## config.mk

```make
export PLATFORM = sky130hd
export DESIGN_NAME = alu
export DESIGN_NICKNAME = d
export VERILOG_FILES = /design/src/rtl/alu.sv
export SDC_FILE = /design/constraint.sdc
export NUM_CORES = 1
export LEC_CHECK = 0
export BUFFER_PORTS_ARGS = -buffer_cell sky130_fd_sc_hd__clkbuf_2
export CORE_UTILIZATION = 35
export DETAILED_ROUTE_END_ITERATION = 6
export SLEW_MARGIN = 10
export SYNTH_ARGS = -nofsm -noshare
export SYNTH_HDL_FRONTEND = slang
export SYNTH_SLANG_ARGS = --single-unit
```

## constraint.sdc

```tcl
create_clock -name clk -period 1.5 [get_ports clk]
set_input_delay 0.225 -clock clk [delete_from_list [all_inputs] [get_ports clk]]
set_output_delay 0.225 -clock clk [all_outputs]
set_load 0.005 [all_outputs]
```

## src/rtl/alu.sv

```systemverilog
// Registered arithmetic/logic unit for the calculator execute stage.
// One-cycle latency: operands qualified by in_valid are computed and every
// output registers on the same rising edge; out_valid pulses the next cycle.
// Build option: define ALU_EXT_OPS_EN to enable XOR/SHL/SHR on opcodes
// 101/110/111. Without it those opcodes report illegal with a zero result.
module alu #(
    parameter int WIDTH = 4
) (
    input  logic             clk,
    input  logic             rst_n,
    input  logic             in_valid,
    input  logic [WIDTH-1:0] A,
    input  logic [WIDTH-1:0] B,
    input  logic [2:0]       opcode,
    output logic [WIDTH-1:0] result,
    output logic             out_valid,
    output logic             carry,
    output logic             zero,
    output logic             overflow,
    output logic             illegal
);

    localparam logic [2:0] OP_ADD = 3'b000;
    localparam logic [2:0] OP_SUB = 3'b001;
    localparam logic [2:0] OP_AND = 3'b010;
    localparam logic [2:0] OP_OR  = 3'b011;
    localparam logic [2:0] OP_NOT = 3'b100;
`ifdef ALU_EXT_OPS_EN
    localparam logic [2:0] OP_XOR = 3'b101;
    localparam logic [2:0] OP_SHL = 3'b110;
    localparam logic [2:0] OP_SHR = 3'b111;
`endif

    logic [WIDTH-1:0] result_q, result_d;
    logic             valid_q;
    logic             carry_q, carry_d;
    logic             zero_q, zero_d;
    logic             overflow_q, overflow_d;
    logic             illegal_q, illegal_d;

    logic [WIDTH:0]   sum;
    logic [WIDTH:0]   diff;
`ifdef ALU_EXT_OPS_EN
    // Extra bit catches the last bit shifted out (MSB side for SHL, LSB for SHR).
    logic [WIDTH:0]   shl_ext;
    logic [WIDTH:0]   shr_ext;
`endif

    // Next-value computation for result and flags of the presented operation.
    always_comb begin
        result_d   = '0;
        carry_d    = 1'b0;
        overflow_d = 1'b0;
        illegal_d  = 1'b0;
        sum        = {1'b0, A} + {1'b0, B};
        diff       = {1'b0, A} - {1'b0, B};
`ifdef ALU_EXT_OPS_EN
        shl_ext    = {1'b0, A} << B[1:0];
        shr_ext    = {A, 1'b0} >> B[1:0];
`endif
        case (opcode)
            OP_ADD: begin
                result_d   = sum[WIDTH-1:0];
                carry_d    = sum[WIDTH];
                overflow_d = (A[WIDTH-1] == B[WIDTH-1]) &&
                             (sum[WIDTH-1] != A[WIDTH-1]);
            end
            OP_SUB: begin
                // Borrow shows up as the extended MSB of the unsigned difference.
                result_d   = diff[WIDTH-1:0];
                carry_d    = diff[WIDTH];
                overflow_d = (A[WIDTH-1] != B[WIDTH-1]) &&
                             (diff[WIDTH-1] != A[WIDTH-1]);
            end
            OP_AND: result_d = A & B;
            OP_OR:  result_d = A | B;
            OP_NOT: result_d = ~A;
`ifdef ALU_EXT_OPS_EN
            OP_XOR: result_d = A ^ B;
            OP_SHL: begin
                result_d = shl_ext[WIDTH-1:0];
                carry_d  = shl_ext[WIDTH];
            end
            OP_SHR: begin
                result_d = shr_ext[WIDTH:1];
                carry_d  = shr_ext[0];
            end
            default: result_d = '0;
`else
            default: illegal_d = 1'b1;
`endif
        endcase
        zero_d = (result_d == '0);
    end

    // Output registers: load on accepted operations, hold otherwise.
    always_ff @(posedge clk or negedge rst_n) begin
        if (!rst_n) begin
            result_q   <= '0;
            valid_q    <= 1'b0;
            carry_q    <= 1'b0;
            zero_q     <= 1'b0;
            overflow_q <= 1'b0;
            illegal_q  <= 1'b0;
        end else begin
            valid_q <= in_valid;
            if (in_valid) begin
                result_q   <= result_d;
                carry_q    <= carry_d;
                zero_q     <= zero_d;
                overflow_q <= overflow_d;
                illegal_q  <= illegal_d;
            end
        end
    end

    assign result    = result_q;
    assign out_valid = valid_q;
    assign carry     = carry_q;
    assign zero      = zero_q;
    assign overflow  = overflow_q;
    assign illegal   = illegal_q;

endmodule

```

# Word-level counts from Yosys, hierarchy flattened

Cells that the tools add are included.
W data, S select, Z words.

Register bits after elaboration: 9
Bits in latches: 0
RAM bits: 0
ROM bits: 0
Input port bits: 14
Output and inout port bits: 9
Word-level logic and storage cells: 28
Memories kept: 0

$add $sub $neg: 2
Multiply operators: 0
Div/mod/pow operators: 0
Magnitude comparators: 0
Eq/ne operators: 8
Shift operators: 0
Mux-type cells: 4
Bitwise gates (word level): 3
Reduce and logical (&&, ||, !) cells: 5

Operators by type and width:

| kind                 | count |
|---|---|
| $pmux W4 S5          | 1 |
| $eq A3 B2 Y1 const B | 2 |
| $add A4 B4 Y5        | 1 |
| $reduce_or A5 Y1     | 1 |
| $sub A4 B4 Y5        | 1 |
| $and A4 B4 Y4        | 1 |
| $logic_not A4 Y1     | 1 |
| $not A4 Y4           | 1 |
| $or A4 B4 Y4         | 1 |
| $pmux W1 S2          | 2 |
| $eq A3 B1 Y1 const B | 1 |
| $eq A3 B3 Y1 const B | 1 |
| $logic_not A3 Y1     | 1 |
| $ne A1 B1 Y1         | 3 |
| $logic_and A1 B1 Y1  | 2 |
| $eq A1 B1 Y1         | 1 |
| $mux W1              | 1 |

# Longest topological paths before layout

Gate-level depths: netlist of run 1.

Depth in word-level cells: 4
Gate-level depth with buffers: 8
Mapped depth without buffers: 8

# Worst setup path before layout of run 1

OpenSTA, ideal clock, no wires.

Kind: input port to flip-flop
From: input port A[0]
To: register zero_q (netlist: zero)
Setup time: 0.122 ns
Data arrival time: 1.874 ns
Slack: -0.495 ns
Cell stages on the path: 7
Buffers on the path: 0
Cell sequence: ha_1 > fa_1 > inv_1 > mux4_2 > o221ai_2 > nor3_1 > a32o_1

Cells in the longest elaborated chain, start to end: 3
Elaborated cells between the ends (all ways): 7

Ends and longest elaborated chain:

| what                                  | line | text |
|---|---|---|
| start, declared                       | 12   | `input logic [WIDTH-1:0] A,` |
| $sub A4 B4 Y5 (tied with other cells) | 56   | `diff = {1'b0, A} - {1'b0, B};` |
| $pmux W4 S5 (*)                       | 61   | `case (opcode)` |
| $logic_not A4 Y1 (*)                  | 93   | `zero_d = (result_d == '0);` |
| end signal, assigned                  | 110  | `zero_q <= zero_d;` |
| end, declared                         | 37   | `logic zero_q, zero_d;` |

Every way passes the cells marked *; elsewhere a longest branch is shown, timed or not.
A chain may end at the register's enable or synchronous reset.

# Worst setup path after layout of run 1

From: input port B[0]
To: register zero_q (netlist: zero)

Cells in the longest elaborated chain, start to end: 3
Elaborated cells between the ends (all ways): 6

Ends and longest elaborated chain:

| what                                  | line | text |
|---|---|---|
| start, declared                       | 13   | `input logic [WIDTH-1:0] B,` |
| $sub A4 B4 Y5 (tied with other cells) | 56   |  |
| $pmux W4 S5 (*)                       | 61   |  |
| $logic_not A4 Y1 (*)                  | 93   |  |

Marks and branches as above.

==> results.yml, run 1 <==
global_route:
  overflow: 0
  grt_start_max_net_pins: 13
  grt_pass1_wl_um: 3530
  antenna_found_initial: 0
  grt_use_total: 0.175
  grt_pass1_vias: 829
worst_setup_path:
  crit_required_ps: 1650
  rr_startpoint: "result[2]"
  reg2reg_to: "result[2]"
  endpoint_kind: "register"
  crit_path_start_kind: "primary input"
  crit_arrival_ps: 2030
  worstSetupPathType: "primary input to register"
  r2r_cells: 1
  r2r_slack_ps: 740
  cp_max_fo: 3
cts:
  cts_sinks: 9
  numCtsBuffers: 3
  clock_path_buffers: 2
  h-tree-depth: 1
  clk_latency_ps: 260
  clk_pin_slew_ps: 60
  ctsRootBufferMaster: "clkbuf_4"
  cts_tree: "done"
pwr:
  peakVddDrop_mv: 0.586
  p_per_area_mw_per_mm2: 619
  p_total_w: 0.000804
  leakagePower_nw: 0.670
finish:
  drive_gt1_frac: 0.451
  final_util: 0.571
  stdcell_count: 170
  syn2layout_area_growth_pct: 48.7
  diodes: 0
  nFillCells: 226
  nets: 171
  fin_area_mm2: 0.00130
logic_synthesis:
  ys_async_sr_fraction: 1.00
  syn_area_um2: 873
  synthTopCellsByCount: "inv_1, ha_1, dfrtp_1"
  synth_edf_count: 0
  synth_flop_cell: "dfrtp_1"
  synth.area.top_cells: "dfrtp_1, ha_1, inv_1, fa_1, nand2_1"
  synth-seq-cells: 9
  synthDistinctLibCells: 37
  synth_top_cell_by_area: "dfrtp_1"
  synth_warnings: 0
  ys_seq_area_frac: 0.258
  synth_nets: 124
  syn_area_per_cell_um2: 9.10
  synthCells: 96
  yosysTopAreaCellShare: 0.258
  synth.most_common_cell: "inv_1"
drt:
  drtIter0Drc: 10
  wl_um: 2060
  post-route-drc-count: 0
  drtAntennaViolNets: 0
  wl_per_cell_um: 12.1
  vias: 834
  firstDrtPassIters: 4
  vias_per_cell: 4.91
die:
  core_area_mm2: 0.00228
  dieHeight_um: 52.0
  rows: 17
  fp.dieW_um: 52.0
  io-pin-count: 23
  start_util: 0.384
  dieArea_mm2: 0.00270
timing:
  post-route-period-util: 1.26
  setup_ws_ps: -384
  fmax_mhz: 531
  fin_worst_hold_slack_ps: 251
  layout_min_cycle_time_ps: 1880
  slew_headroom: 0.789
  hold_viol_final: 0
  rsz0062_at_grt: "true"
  tightest_slew_ps: 315
  final-max-slew-violation-count: 0
  skew_ps: 0
  setup_violations: 3
status:
  status: "complete, but fails checks"
  violations: "setup timing"
run:
  maxCapViolCount: 0
min_path:
  holdPathStages: 1
  worstHoldPathType: "primary input to register"
  min_from: "in_valid"
  worstHoldEndpoint: "out_valid"
placement:
  portBuffers: 22
  placed_area_mm2: 0.00116
  dp_cells: 161
  dp_hpwl_um: 1650
  gp_congestion: 0.821
[through the flow]
stage                     setup WS [ps]  TNS (ps)
after floorplan                    -450      -858
after global placement             -654     -2300
after detailed placement           -706     -2410
after CTS                          -374      -705
after global routing               -415      -946
final                              -384      -720
[critical path, cell delays in order]
cell	delay, ps
buf_8	110
ha_4	150
fa_1	500
inv_1	40
mux4_2	460
o221ai_2	230
nor3_2	60
a32o_1	250
[layer usage]
metal / global-route usage / vias up / wire [um]
li1: - / 425 / -
met1: 0.230 / 389 / 957
met2: 0.291 / 20 / 1020
met3: 0.0351 / 0 / 82
met4: 0.0405 / 0 / 0
met5: 0 / - / 0
[report_power, final]
part	internal, W	switching, W	total [W]
Sequential	0.000271	0.0000149	0.000286
Clock	0.000102	0.0000825	0.000185
Combinational	0.000180	0.000153	0.000334
[layout make-up]
class	instances	area [um^2]	area share
Multi-Input combinational cell	69	631	0.486
Clock buffer	4	26.3	0.0202
Tap cell	28	35.0	0.0270
Timing Repair Buffer	47	333	0.256
Sequential cell	9	225	0.173
Inverter	13	48.8	0.0376
[cell usage in the layout, fill, tap and decap left out, types with 2 or more instances in the layout]
cell / n
a21o_1: 3
a21oi_1: 4
buf_4: 23
buf_8: 2
clkbuf_2: 18
clkbuf_4: 3
dfrtp_1: 9
ha_1: 9
ha_4: 2
inv_1: 11
inv_2: 2
nand2_1: 8
nand3b_1: 2
nor2_1: 7
nor3_2: 2
o21ai_0: 2
o2bb2ai_1: 2
xnor2_1: 2
[flip-flops by register name, summed over array words and instances, names as in the netlist]
name,flops
zero,1
result,4
out_valid,1
carry,1
overflow,1
illegal,1
[worst max path at each step]
stage	startpoint	to	slack, ps	cells past startpoint
floorplan	A[0]	zero	-450	7
global placement	A[0]	zero	-650	8
detailed placement	A[0]	zero	-710	8
CTS	B[0]	zero	-370	8
global route	B[0]	zero	-410	8
finish	B[0]	zero	-380	8
[cell families (layout without fill, tap and decap cells)]
kind of cell    Yosys count  in the layout  synth area share
mux                       4              4            0.0630
buf+inv                  18             64            0.0888
compound gates           25             25             0.216
flops                     9              9             0.258
xor+xnor                  3              3            0.0301
fa+ha+maj                14             14             0.218
simple gates             23             23             0.126
[repair_timing]
action | CTS | global route
pin swaps | 8 | 9
setup buffers | 3 | 3
hold buffers | 1 | 0
hold endpoints to repair | 9 | 0
endpoints found under the setup margin | 4 | 5
gates resized for setup | 4 | 13
No activity file was read; power rests on OpenSTA's default activity.
==> inputs of run 2 (changes only) <==
--- a/config.mk
+++ b/config.mk
@@ -6,8 +6,12 @@
 export NUM_CORES = 1
 export LEC_CHECK = 0
 export BUFFER_PORTS_ARGS = -buffer_cell sky130_fd_sc_hd__clkbuf_2
+export CELL_PAD_IN_SITES_DETAIL_PLACEMENT = 1
+export CELL_PAD_IN_SITES_GLOBAL_PLACEMENT = 1
 export CORE_UTILIZATION = 35
 export DETAILED_ROUTE_END_ITERATION = 6
+export PLACE_DENSITY_LB_ADDON = 0.1
+export SKIP_CTS_REPAIR_TIMING = 1
 export SLEW_MARGIN = 10
 export SYNTH_ARGS = -nofsm -noshare
 export SYNTH_HDL_FRONTEND = slang
==> results.yml, run 2 (synthesis results as in run 1) <==
timing:
  tightest_slew_ps: 357
  hold_viol_final: 0
  rsz0062_at_grt: "true"
  setup_violations: 3
  layout_min_cycle_time_ps: 1840
  slew_headroom: 0.762
  fmax_mhz: 542
  skew_ps: 0
  tns_ps: -646
  final-max-slew-violation-count: 0
  setup_ws_ps: -344
  fin_worst_hold_slack_ps: 262
  post-route-period-util: 1.23
drt:
  wl_um: 2500
  post-route-drc-count: 0
  drtAntennaViolNets: 0
  drtIter0Drc: 7
  firstDrtPassIters: 4
  vias_per_cell: 5.13
  vias: 851
  wl_per_cell_um: 15.1
cts:
  numCtsBuffers: 3
  clk_latency_ps: 270
  cts_sinks: 9
  cts_tree: "done"
  h-tree-depth: 1
  clock_path_buffers: 2
  clk_pin_slew_ps: 60
  ctsRootBufferMaster: "clkbuf_4"
die:
  dieHeight_um: 52.0
  rows: 17
  start_util: 0.384
  io-pin-count: 23
  fp.dieW_um: 52.0
  dieArea_mm2: 0.00270
  core_area_mm2: 0.00228
finish:
  largest_reg_flops: 4
  multi_input_area_um2: 641
  nFillCells: 281
  final_cell_mix: "buf_4, clkbuf_2, inv_1"
  layout_commonest_cell: "buf_4"
  nets: 167
  diodes: 0
  syn2layout_area_growth_pct: 45.1
  drive_gt1_frac: 0.435
  seq_area_um2: 225
placement:
  gp_congestion: 0.735
  portBuffers: 22
  dp_hpwl_um: 2000
  pre_cts_ws_ps: -686
worst_setup_path:
  worstSetupPathType: "primary input to register"
  crit_required_ps: 1660
  cp_max_fo: 3
  endpoint_kind: "register"
  crit_path_start_kind: "primary input"
  crit_arrival_ps: 2000
pwr:
  leakagePower_nw: 0.642
  p_per_area_mw_per_mm2: 649
  peakVddDrop_mv: 0.441
global_route:
  grt_pass1_vias: 871
  grt_pass1_wl_um: 3820
  antenna_found_initial: 0
  grt_start_max_net_pins: 13
  grt_use_total: 0.198
  overflow: 0
status:
  status: "complete, but fails checks"
  violations: "setup timing"
run:
  maxCapViolCount: 0
min_path:
  worstHoldPathType: "primary input to register"
[run 2: area by class of cell]
| class | count | share of cell area |
|---|---|---|
| Timing Repair Buffer | 43 | 0.228 |
| Clock buffer | 4 | 0.0207 |
| Tap cell | 28 | 0.0276 |
| Sequential cell | 9 | 0.178 |
| Multi-Input combinational cell | 69 | 0.505 |
| Inverter | 13 | 0.0405 |
[run 2: routing by layer]
layer,share of wire,global-route usage,up-vias
met1,0.43,0.238,404
met4,0.028,0.0586,0
met2,0.50,0.340,21
met5,0,0,-
li1,-,-,418
met3,0.036,0.0526,8
[run 2: worst max-delay path, cell delays in order]
cell	delay [ps]
buf_8	110
ha_4	150
fa_1	470
inv_1	30
mux4_2	450
o221ai_2	230
nor3_2	70
a32o_1	260
[run 2: through the flow]
stage / util / total power [W] / instance area (um^2) / cells
global route: 0.557 / 0.000875 / 1270 / 166
floorplan: - / 0.000459 / 906 / 96
global placement: 0.511 / 0.000588 / 1160 / 161
detailed placement: 0.511 / 0.000600 / 1160 / 161
CTS: 0.522 / 0.000801 / 1190 / 165
finish: 0.557 / 0.000822 / 1270 / 166
[run 2: worst paths after layout]
path / startpoint / to / slack [ps] / cells past startpoint
worst max-delay path: B[0] / zero / -340 / 8
worst min-delay path: in_valid / out_valid / 260 / 1
worst max register to register: result[2] / result[2] / 740 / 1
worst min register to register: result[1] / result[1] / 490 / 1
max in group asynchronous: rst_n / result[2] / 960 / 2
min in group asynchronous: rst_n / illegal / 340 / 2
[run 2: power breakdown]
group / internal (W) / total, W / leakage [nW] / switching (W)
logic: 0.000175 / 0.000340 / 0.515 / 0.000165
registers: 0.000270 / 0.000284 / 0.112 / 0.0000134
clock network: 0.000103 / 0.000198 / 0.0150 / 0.0000949
